### src/rtl/alien_hit_detector_if.sv
// Bullet request/response bundle between the bullet logic and the hit detector.
// The request fields are sampled only while Busy is low.
interface alien_hit_detector_if;
    logic       BulletValid;
    logic [8:0] BulletRow;
    logic [9:0] BulletCol;
    logic       Busy;
    logic       BulletDone;
    logic       BulletHit;
    logic [2:0] HitRow;
    logic [3:0] HitCol;
    logic [5:0] ScoreInc;

    modport master (
        output BulletValid, BulletRow, BulletCol,
        input  Busy, BulletDone, BulletHit, HitRow, HitCol, ScoreInc
    );

    modport slave (
        input  BulletValid, BulletRow, BulletCol,
        output Busy, BulletDone, BulletHit, HitRow, HitCol, ScoreInc
    );
endinterface

### src/rtl/alien_hit_detector.sv
// Tracks the alive state of the 5x10 alien formation and resolves bullets against it.
// Cell indices come from repeated subtraction of the cell pitch, so no divider is needed.
module alien_hit_detector #(
    parameter int CellW   = 39,
    parameter int CellH   = 24,
    parameter int SpriteW = 30,
    parameter int SpriteH = 16
) (
    input  logic                 Clk,
    input  logic                 Reset,
    input  logic [8:0]           AliensRow,
    input  logic [9:0]           AliensCol,
    input  logic                 WaveReset,
    alien_hit_detector_if.slave  bus,
    output logic [49:0]          AliveMask,
    output logic [5:0]           AliveCount,
    output logic                 AllDead
);
    localparam logic [1:0] IDLE    = 2'd0;
    localparam logic [1:0] DIV_COL = 2'd1;
    localparam logic [1:0] DIV_ROW = 2'd2;
    localparam logic [1:0] RESOLVE = 2'd3;

    logic [1:0]  state;
    logic [10:0] dx;
    logic [9:0]  dy;
    logic [3:0]  col;
    logic [2:0]  row;
    logic        miss;

    logic [10:0] dxCap;
    logic [9:0]  dyCap;
    logic [5:0]  cellIdx;
    logic        kill;
    logic [5:0]  points;

    // Offsets are captured once; the MSB of each difference is its sign.
    assign dxCap   = {1'b0, bus.BulletCol} - {1'b0, AliensCol};
    assign dyCap   = {1'b0, bus.BulletRow} - {1'b0, AliensRow};
    assign cellIdx = 6'(row) * 6'd10 + 6'(col);
    assign kill    = !miss && (dx < 11'(SpriteW)) && (dy < 10'(SpriteH)) && AliveMask[cellIdx];
    assign points  = (row == 3'd0) ? 6'd30 : (row <= 3'd2) ? 6'd20 : 6'd10;

    always_ff @(posedge Clk) begin
        if (Reset) begin
            state          <= IDLE;
            dx             <= '0;
            dy             <= '0;
            col            <= '0;
            row            <= '0;
            miss           <= 1'b0;
            AliveMask      <= '1;
            AliveCount     <= 6'd50;
            AllDead        <= 1'b0;
            bus.Busy       <= 1'b0;
            bus.BulletDone <= 1'b0;
            bus.BulletHit  <= 1'b0;
            bus.HitRow     <= '0;
            bus.HitCol     <= '0;
            bus.ScoreInc   <= '0;
        end else begin
            bus.BulletDone <= 1'b0;
            bus.BulletHit  <= 1'b0;
            bus.ScoreInc   <= '0;
            if (WaveReset) begin
                // New wave wins over any in-flight check and any new request.
                state      <= IDLE;
                bus.Busy   <= 1'b0;
                AliveMask  <= '1;
                AliveCount <= 6'd50;
                AllDead    <= 1'b0;
            end else begin
                case (state)
                    IDLE: begin
                        if (bus.BulletValid) begin
                            dx       <= dxCap;
                            dy       <= dyCap;
                            col      <= '0;
                            row      <= '0;
                            bus.Busy <= 1'b1;
                            if (dxCap[10] || dyCap[9]) begin
                                miss  <= 1'b1;
                                state <= RESOLVE;
                            end else begin
                                miss  <= 1'b0;
                                state <= DIV_COL;
                            end
                        end
                    end
                    DIV_COL: begin
                        if (dx >= 11'(CellW)) begin
                            if (col == 4'd9) begin
                                miss  <= 1'b1;
                                state <= RESOLVE;
                            end else begin
                                dx  <= dx - 11'(CellW);
                                col <= col + 4'd1;
                            end
                        end else begin
                            state <= DIV_ROW;
                        end
                    end
                    DIV_ROW: begin
                        if (dy >= 10'(CellH)) begin
                            if (row == 3'd4) begin
                                miss  <= 1'b1;
                                state <= RESOLVE;
                            end else begin
                                dy  <= dy - 10'(CellH);
                                row <= row + 3'd1;
                            end
                        end else begin
                            state <= RESOLVE;
                        end
                    end
                    default: begin
                        if (kill) begin
                            AliveMask[cellIdx] <= 1'b0;
                            AliveCount         <= AliveCount - 6'd1;
                            AllDead            <= (AliveCount == 6'd1);
                            bus.BulletHit      <= 1'b1;
                            bus.HitRow         <= row;
                            bus.HitCol         <= col;
                            bus.ScoreInc       <= points;
                        end
                        bus.BulletDone <= 1'b1;
                        bus.Busy       <= 1'b0;
                        state          <= IDLE;
                    end
                endcase
            end
        end
    end
endmodule

### src/flat_wrapper.sv
// flat-port wrapper written by rule: the top's interface ports become plain ports
module alien_hit_detector_flat 
#(
    parameter int CellW   = 39,
    parameter int CellH   = 24,
    parameter int SpriteW = 30,
    parameter int SpriteH = 16
)
  (Clk, Reset, AliensRow, AliensCol, WaveReset, AliveMask, AliveCount, AllDead, bus_BulletValid, bus_BulletRow, bus_BulletCol, bus_Busy, bus_BulletDone, bus_BulletHit, bus_HitRow, bus_HitCol, bus_ScoreInc);
  alien_hit_detector_if bus_i ();
  input  logic Clk;
  input  logic Reset;
  input  logic [8:0] AliensRow;
  input  logic [9:0] AliensCol;
  input  logic WaveReset;
  output logic [49:0] AliveMask;
  output logic [5:0] AliveCount;
  output logic AllDead;
  input wire logic [$bits(bus_i.BulletValid)-1:0] bus_BulletValid;
  input wire logic [$bits(bus_i.BulletRow)-1:0] bus_BulletRow;
  input wire logic [$bits(bus_i.BulletCol)-1:0] bus_BulletCol;
  output wire logic [$bits(bus_i.Busy)-1:0] bus_Busy;
  output wire logic [$bits(bus_i.BulletDone)-1:0] bus_BulletDone;
  output wire logic [$bits(bus_i.BulletHit)-1:0] bus_BulletHit;
  output wire logic [$bits(bus_i.HitRow)-1:0] bus_HitRow;
  output wire logic [$bits(bus_i.HitCol)-1:0] bus_HitCol;
  output wire logic [$bits(bus_i.ScoreInc)-1:0] bus_ScoreInc;
  assign bus_i.BulletValid = bus_BulletValid;
  assign bus_i.BulletRow = bus_BulletRow;
  assign bus_i.BulletCol = bus_BulletCol;
  assign bus_Busy = bus_i.Busy;
  assign bus_BulletDone = bus_i.BulletDone;
  assign bus_BulletHit = bus_i.BulletHit;
  assign bus_HitRow = bus_i.HitRow;
  assign bus_HitCol = bus_i.HitCol;
  assign bus_ScoreInc = bus_i.ScoreInc;
  alien_hit_detector #(.CellW(CellW), .CellH(CellH), .SpriteW(SpriteW), .SpriteH(SpriteH)) u_core (.Clk(Clk), .Reset(Reset), .AliensRow(AliensRow), .AliensCol(AliensCol), .WaveReset(WaveReset), .bus(bus_i), .AliveMask(AliveMask), .AliveCount(AliveCount), .AllDead(AllDead));
endmodule
### config.mk
export PLATFORM = sky130hd
export DESIGN_NAME = alien_hit_detector_flat
export DESIGN_NICKNAME = d
export VERILOG_FILES = /design/src/rtl/alien_hit_detector_if.sv /design/src/rtl/alien_hit_detector.sv /design/src/flat_wrapper.sv
export SDC_FILE = /design/constraint.sdc
export NUM_CORES = 1
export LEC_CHECK = 0
export BUFFER_PORTS_ARGS = -buffer_cell sky130_fd_sc_hd__buf_2
export CORE_MARGIN = 3
export CORE_UTILIZATION = 54
export CTS_CLUSTER_SIZE = 30
export DETAILED_ROUTE_END_ITERATION = 10
export PLACE_DENSITY = 0.78
export SLEW_MARGIN = 20
export SYNTH_ARGS = -nofsm -noshare
export SYNTH_HDL_FRONTEND = slang
export SYNTH_SLANG_ARGS = --single-unit
### constraint.sdc
create_clock -name Clk -period 5.45 [get_ports Clk]
set_input_delay 1.09 -clock Clk [delete_from_list [all_inputs] [get_ports Clk]]
set_output_delay 1.09 -clock Clk [all_outputs]
set_load 0.005 [all_outputs]
# Word level (Yosys, flattened, before mapping)
# Index checks and enable logic that the tools add are counted.
# Widths: inputs -> output; s select.
# word_totals
register_bits	104
in_bits	42
output_inout_bits	73
elab_cells	116
# classes
addsub	8
multipliers	1
n_lt_le_gt_ge	7
eq_ne	14
mux	40
bitwise_logic	6
reduce_logical	24
# op_table
operator	count
$and 50x50->50	1
$not 50->50	1
$mux 11	3
$mux 10	3
$pmux 11 s2	1
$pmux 10 s2	1
$mux 2	6
$mux 4	3
$ge 11x6->1 const B	1
$lt 11x5->1 const B	1
$mux 1	11
$sub 10x10->11	1
$sub 11x6->11 const B	1
$ge 10x5->1 const B	1
$lt 10x5->1 const B	1
$mux 5	2
$reduce_and 5->1	2
$sub 10x5->10 const B	1
$sub 9x9->10	1
$mux 3	3
$ne 2x1->1 const B	4
$pmux 4 s2	1
$lt 6x7->1 const B	1
$reduce_and 7->1	1
other kinds (35)	48

# Depth between registers and ports, before layout
# logic_depth
ltp_word	8
mapped_depth	13
ltp_nobuf	11

# Least setup slack after synthesis
# No wires, ideal clock.
# synth_timing
path_type	input-to-reg
from	in bus_BulletRow[0]
to	reg u_core.dy[8]
setup_ns	0.115
arrival_time_ns	2.951
t_required_ns	5.335
slack_ns	2.385
stages	11
n_path_buf	0
path_cell_list	inv_1 ha_1 inv_1 fa_1 a21o_1 a21oi_1 o21bai_1 a2111oi_0 nor3_1 xor2_1 o21a_1
# synth_via
elab_chain_cells	3
# synth_lines
element	line_no	rtl
start: declaration	flat_wrapper.sv:20	input wire logic [$bits(bus_i.BulletRow)-1:0] bus_BulletRow;
$sub 9x9->10	alien_hit_detector.sv:39	assign dyCap = {1'b0, bus.BulletRow} - {1'b0, AliensRow};
$mux 10	alien_hit_detector.sv:75	if (bus.BulletValid) begin
$pmux 10 s2	alien_hit_detector.sv:73	case (state)
end signal: assignment	alien_hit_detector.sv:77	dy <= dyCap;
end signal: assignment	alien_hit_detector.sv:109	dy <= dy - 10'(CellH);
end: declaration	alien_hit_detector.sv:26	logic [9:0] dy;
# Every way passes these cells. The select of a mux whose other input is x is not followed.
# A chain may end at the register's enable or synchronous reset.

# Final worst setup path
# layout_timing
from	reg u_core.row[0]
to	reg u_core.bus.HitRow[1]
# layout_via
elab_chain_cells	6
# layout_lines
element	line_no	rtl
start: declaration	alien_hit_detector.sv:28	logic [2:0] row;
start signal: assignment	alien_hit_detector.sv:110	row <= row + 3'd1;
$mul 3x3->5	alien_hit_detector.sv:40	assign cellIdx = 6'(row) * 6'd10 + 6'(col);
$add 6x4->6	alien_hit_detector.sv:40	
$bmux 1 s6	alien_hit_detector.sv:41	assign kill = !miss && (dx < 11'(SpriteW)) && (dy < 10'(SpriteH)) && AliveMask[cellIdx];
$mux 1 (not written as such)	alien_hit_detector.sv:41	
$logic_and 1x1->1	alien_hit_detector.sv:41	
$reduce_and 3->1 (no line)	n/a	
end signal: assignment	alien_hit_detector.sv:122	bus.HitRow <= row;
end: declaration	alien_hit_detector_if.sv:21	output Busy, BulletDone, BulletHit, HitRow, HitCol, ScoreInc
# Every way passes these cells. The select of a mux whose other input is x is not followed.

==> results.md <==
- Outcome: finished, final reports clean
- Clock Tree Root: clkbuf_16
- CP Launch Type: flop
- Routed vias/inst: 6.071
- Core Area: 10940 sq um
- DRC: 0
- Clock power frac: 37.8%
- Initial DRC Count: 688
- Fmax: 265.1 MHz
- Crit Path Max Fanout: 27
- Starting Density: 55.69%
- RSZ-0062 raised after global routing: false
- CP Capture Type: flop
- Pint: 1.321 mW
- Rel. slew slack: 25.86%
- Die Area: 12590 sq um
- WL final: 16010 um
- Hold Fails Final Rpt: 0
- Clock Latency Late Sink: 350 ps
- H-tree Lvls: 3
- Final ANT Viol Nets: 0
- VDD IR max: 0.1468 mV
- Post-CTS Setup Repair Bufs: 0
- #FFs+latches synth: 100
- WP buf/inv: 0
- Synth Warn #: 0
- Cells along the critical path: ha_1 > mux2i_1 > mux4_2 > a21oi_2 > o32ai_1 > nor3_2 > nor4bb_4 > mux2i_1
- Number of flops mapped to enable cells by yosys: 0
- Worst Hold Class: reg2reg
- Count of input and output buffers: 112
- Syn Area/Cell: 8.152 sq um
- Post-synth ARST share: 0%
- Sw power: 529.2 uW
- Mapped Area: 6090 sq um
- Pin count of the biggest net entering global routing: 46
- CTS buffer count: 9
- CTS resizes: 0
- Tmin final: 3772 ps
- Die height: 112.2 um
- Max stage delay on crit path: 970 ps
- Area Growth Syn to Fin: 14.94%
- Final setup fails: 0
- GPL Wtd Cong: 0.9085
- Max Cap Viol: 0
- Global Route Usage Sum: 24.96%
- CP required: 5730 ps
- First-pass GRT wire length: 26220 um
- Row cnt: 38
- Worst hold slack: 457.9 ps
- Top_reg_cell synth: dfxtp_1
- Worst-path clk slew: 70 ps
- CTS tree: yes
- Cells after synthesis: 747
- LEAKAGE: 2.798 nW
- Hpwl dp: 11760 um
- Worst Setup Path Type: reg2reg
- DR WL/cell: 16.37 um
- Power share of the sequential group: 42.3%
- Sequential area share after synthesis: 32.87%
- Clock sink count: 100
- Max stage delay cell, worst path: ha_1
- Via count: 5937
- Crit-path most repeated cell: mux2i_1
- Slew @ Worst Pin: 1106 ps
- PwrDens: 264.4 nW/um^2
- CP top delay family: simple AND/OR/NAND/NOR gates
- Setup TNS: 0 ps
- Fraction of the cycle the final worst path needs: 69.20%
- Drt pass-1 iters: 6
- N_diodes: 0
- Boundary Pins: 115
- Vias in the first global route: 5638
- Die width: 112.2 um
- Layout Nets: 916
- Clock Path Buffers: 2
- Switching share of power: 28.60%
- # hold bufs at CTS: 0
- Comb power frac: 19.9%
- Clock Skews: 9.147 ps
- Slew Limit Fails: 0
- Gr ovfl total: 0
- Initial antenna violation count: 0
- Synth cell types: 73
- WP data arrival: 4050 ps
- Share of layout cells above drive strength 1: 18.85%
==> synthesized netlist by cell type, types with 10 or more instances <==
cell / n / area, sq um
nor2_1: 106 / 397.9
nand2_1: 56 / 210.2
buf_2: 11 / 55.05
o21ai_0: 28 / 140.1
nor3_1: 21 / 105.1
nand3_1: 11 / 55.05
or3_1: 10 / 62.56
a41oi_1: 10 / 87.58
ha_1: 38 / 475.5
inv_1: 43 / 161.4
clkbuf_1: 26 / 97.59
mux2i_1: 19 / 190.2
a21oi_1: 50 / 250.2
a31oi_1: 36 / 225.2
dfxtp_1: 100 / 2002
==> layout make-up <==
cell class | count | area, sq um
Fill cell | 937 | 3936
Multi-Input combinational cell | 560 | 3725
Sequential cell | 100 | 2002
Timing Repair Buffer | 118 | 605.6
Clock buffer | 11 | 242.7
Tap cell | 140 | 175.2
Inverter | 44 | 165.2
Clock inverter | 5 | 83.83
==> routing by layer <==
metal  up-vias  share of wire (%)  global-route usage (%)
li1       2862                  -                       -
met1      2766                 40                   29.40
met2       254                 50                   44.34
met3        55                6.3                   3.827
met4         0                3.5                   11.86
met5         -                  0                       0
==> logic make-up (layout without fill, tap and decap cells) <==
logic type	after synthesis	in the layout	synth area share (%)
adders and majority gates	41	41	8.794
xor gates and xnor gates	17	17	2.568
DFF	100	100	32.87
other	1	2	0.06158
muxes	31	31	6.513
and+or+nand+nor	277	277	22.40
buffers and inverters	88	178	6.349
AOI/OAI and AO/OA	192	192	20.44
==> flip-flops by register name, summed over array words and instances (netlist names), 3 cells and up <==
name and count:
u_core.dx 11, u_core.AliveCount 6, u_core.col 4, u_core.bus.HitCol 4
u_core.dy 10, u_core.AliveMask 50, u_core.bus.HitRow 3, u_core.row 3
==> cell usage in the layout, fill, tap and decap left out, types with 8 or more instances in the layout <==
cell type,instances
nand2_1,56
ha_1,38
xnor2_1,8
o21ai_0,28
mux2i_1,19
nand3_1,11
xor2_1,8
buf_2,112
or3_1,10
a21o_1,9
inv_1,43
nor3_1,20
a41oi_1,10
a21oi_1,50
clkbuf_16,9
dfxtp_1,100
a31oi_1,36
nor2_1,106
nand2b_1,9
a211oi_1,8
==> stage by stage <==
stage                     area, sq um  total power, mW  utilization [%]  std cells  worst slack (ps)
final                            6999            1.851            64.00        978              1678
after global routing             6999            1.932            64.00        978              1478
after CTS                        6990            1.850            63.92        978              1376
after detailed placement         6664            1.158            60.94        962              1370
after global placement           6664            1.142            60.94        962              1586
after floorplan                  6093            1.071                -        748              2385
==> worst paths after layout <==
path	end	slack, ps	start	cells past startpoint
worst max-delay path	u_core.bus.HitRow[1]$_SDFFE_PP0P_	1680	u_core.row[0]$_SDFFE_PP0P_	8
worst min-delay path	u_core.bus.HitCol[1]$_SDFFE_PP0P_	460	u_core.bus.HitCol[1]$_SDFFE_PP0P_	2
worst max register to register	u_core.bus.HitRow[1]$_SDFFE_PP0P_	1680	u_core.row[0]$_SDFFE_PP0P_	8
worst min register to register	u_core.bus.HitCol[1]$_SDFFE_PP0P_	460	u_core.bus.HitCol[1]$_SDFFE_PP0P_	2
==> power by group through the flow <==
stage               logic [mW]  registers, mW  clock network (mW)
finish                   0.368          0.783               0.700
floorplan                0.280          0.791                   0
global route             0.413          0.786               0.733
CTS                      0.363          0.782               0.706
global placement         0.346          0.796                   0
detailed placement       0.360          0.798                   0
==> tightest hold or removal path: stages, from the launching register on <==
cell and delay, ps:
dfxtp_1 310, nand2_1 50, mux2i_1 50
No activity file was read; power rests on OpenSTA's default activity.
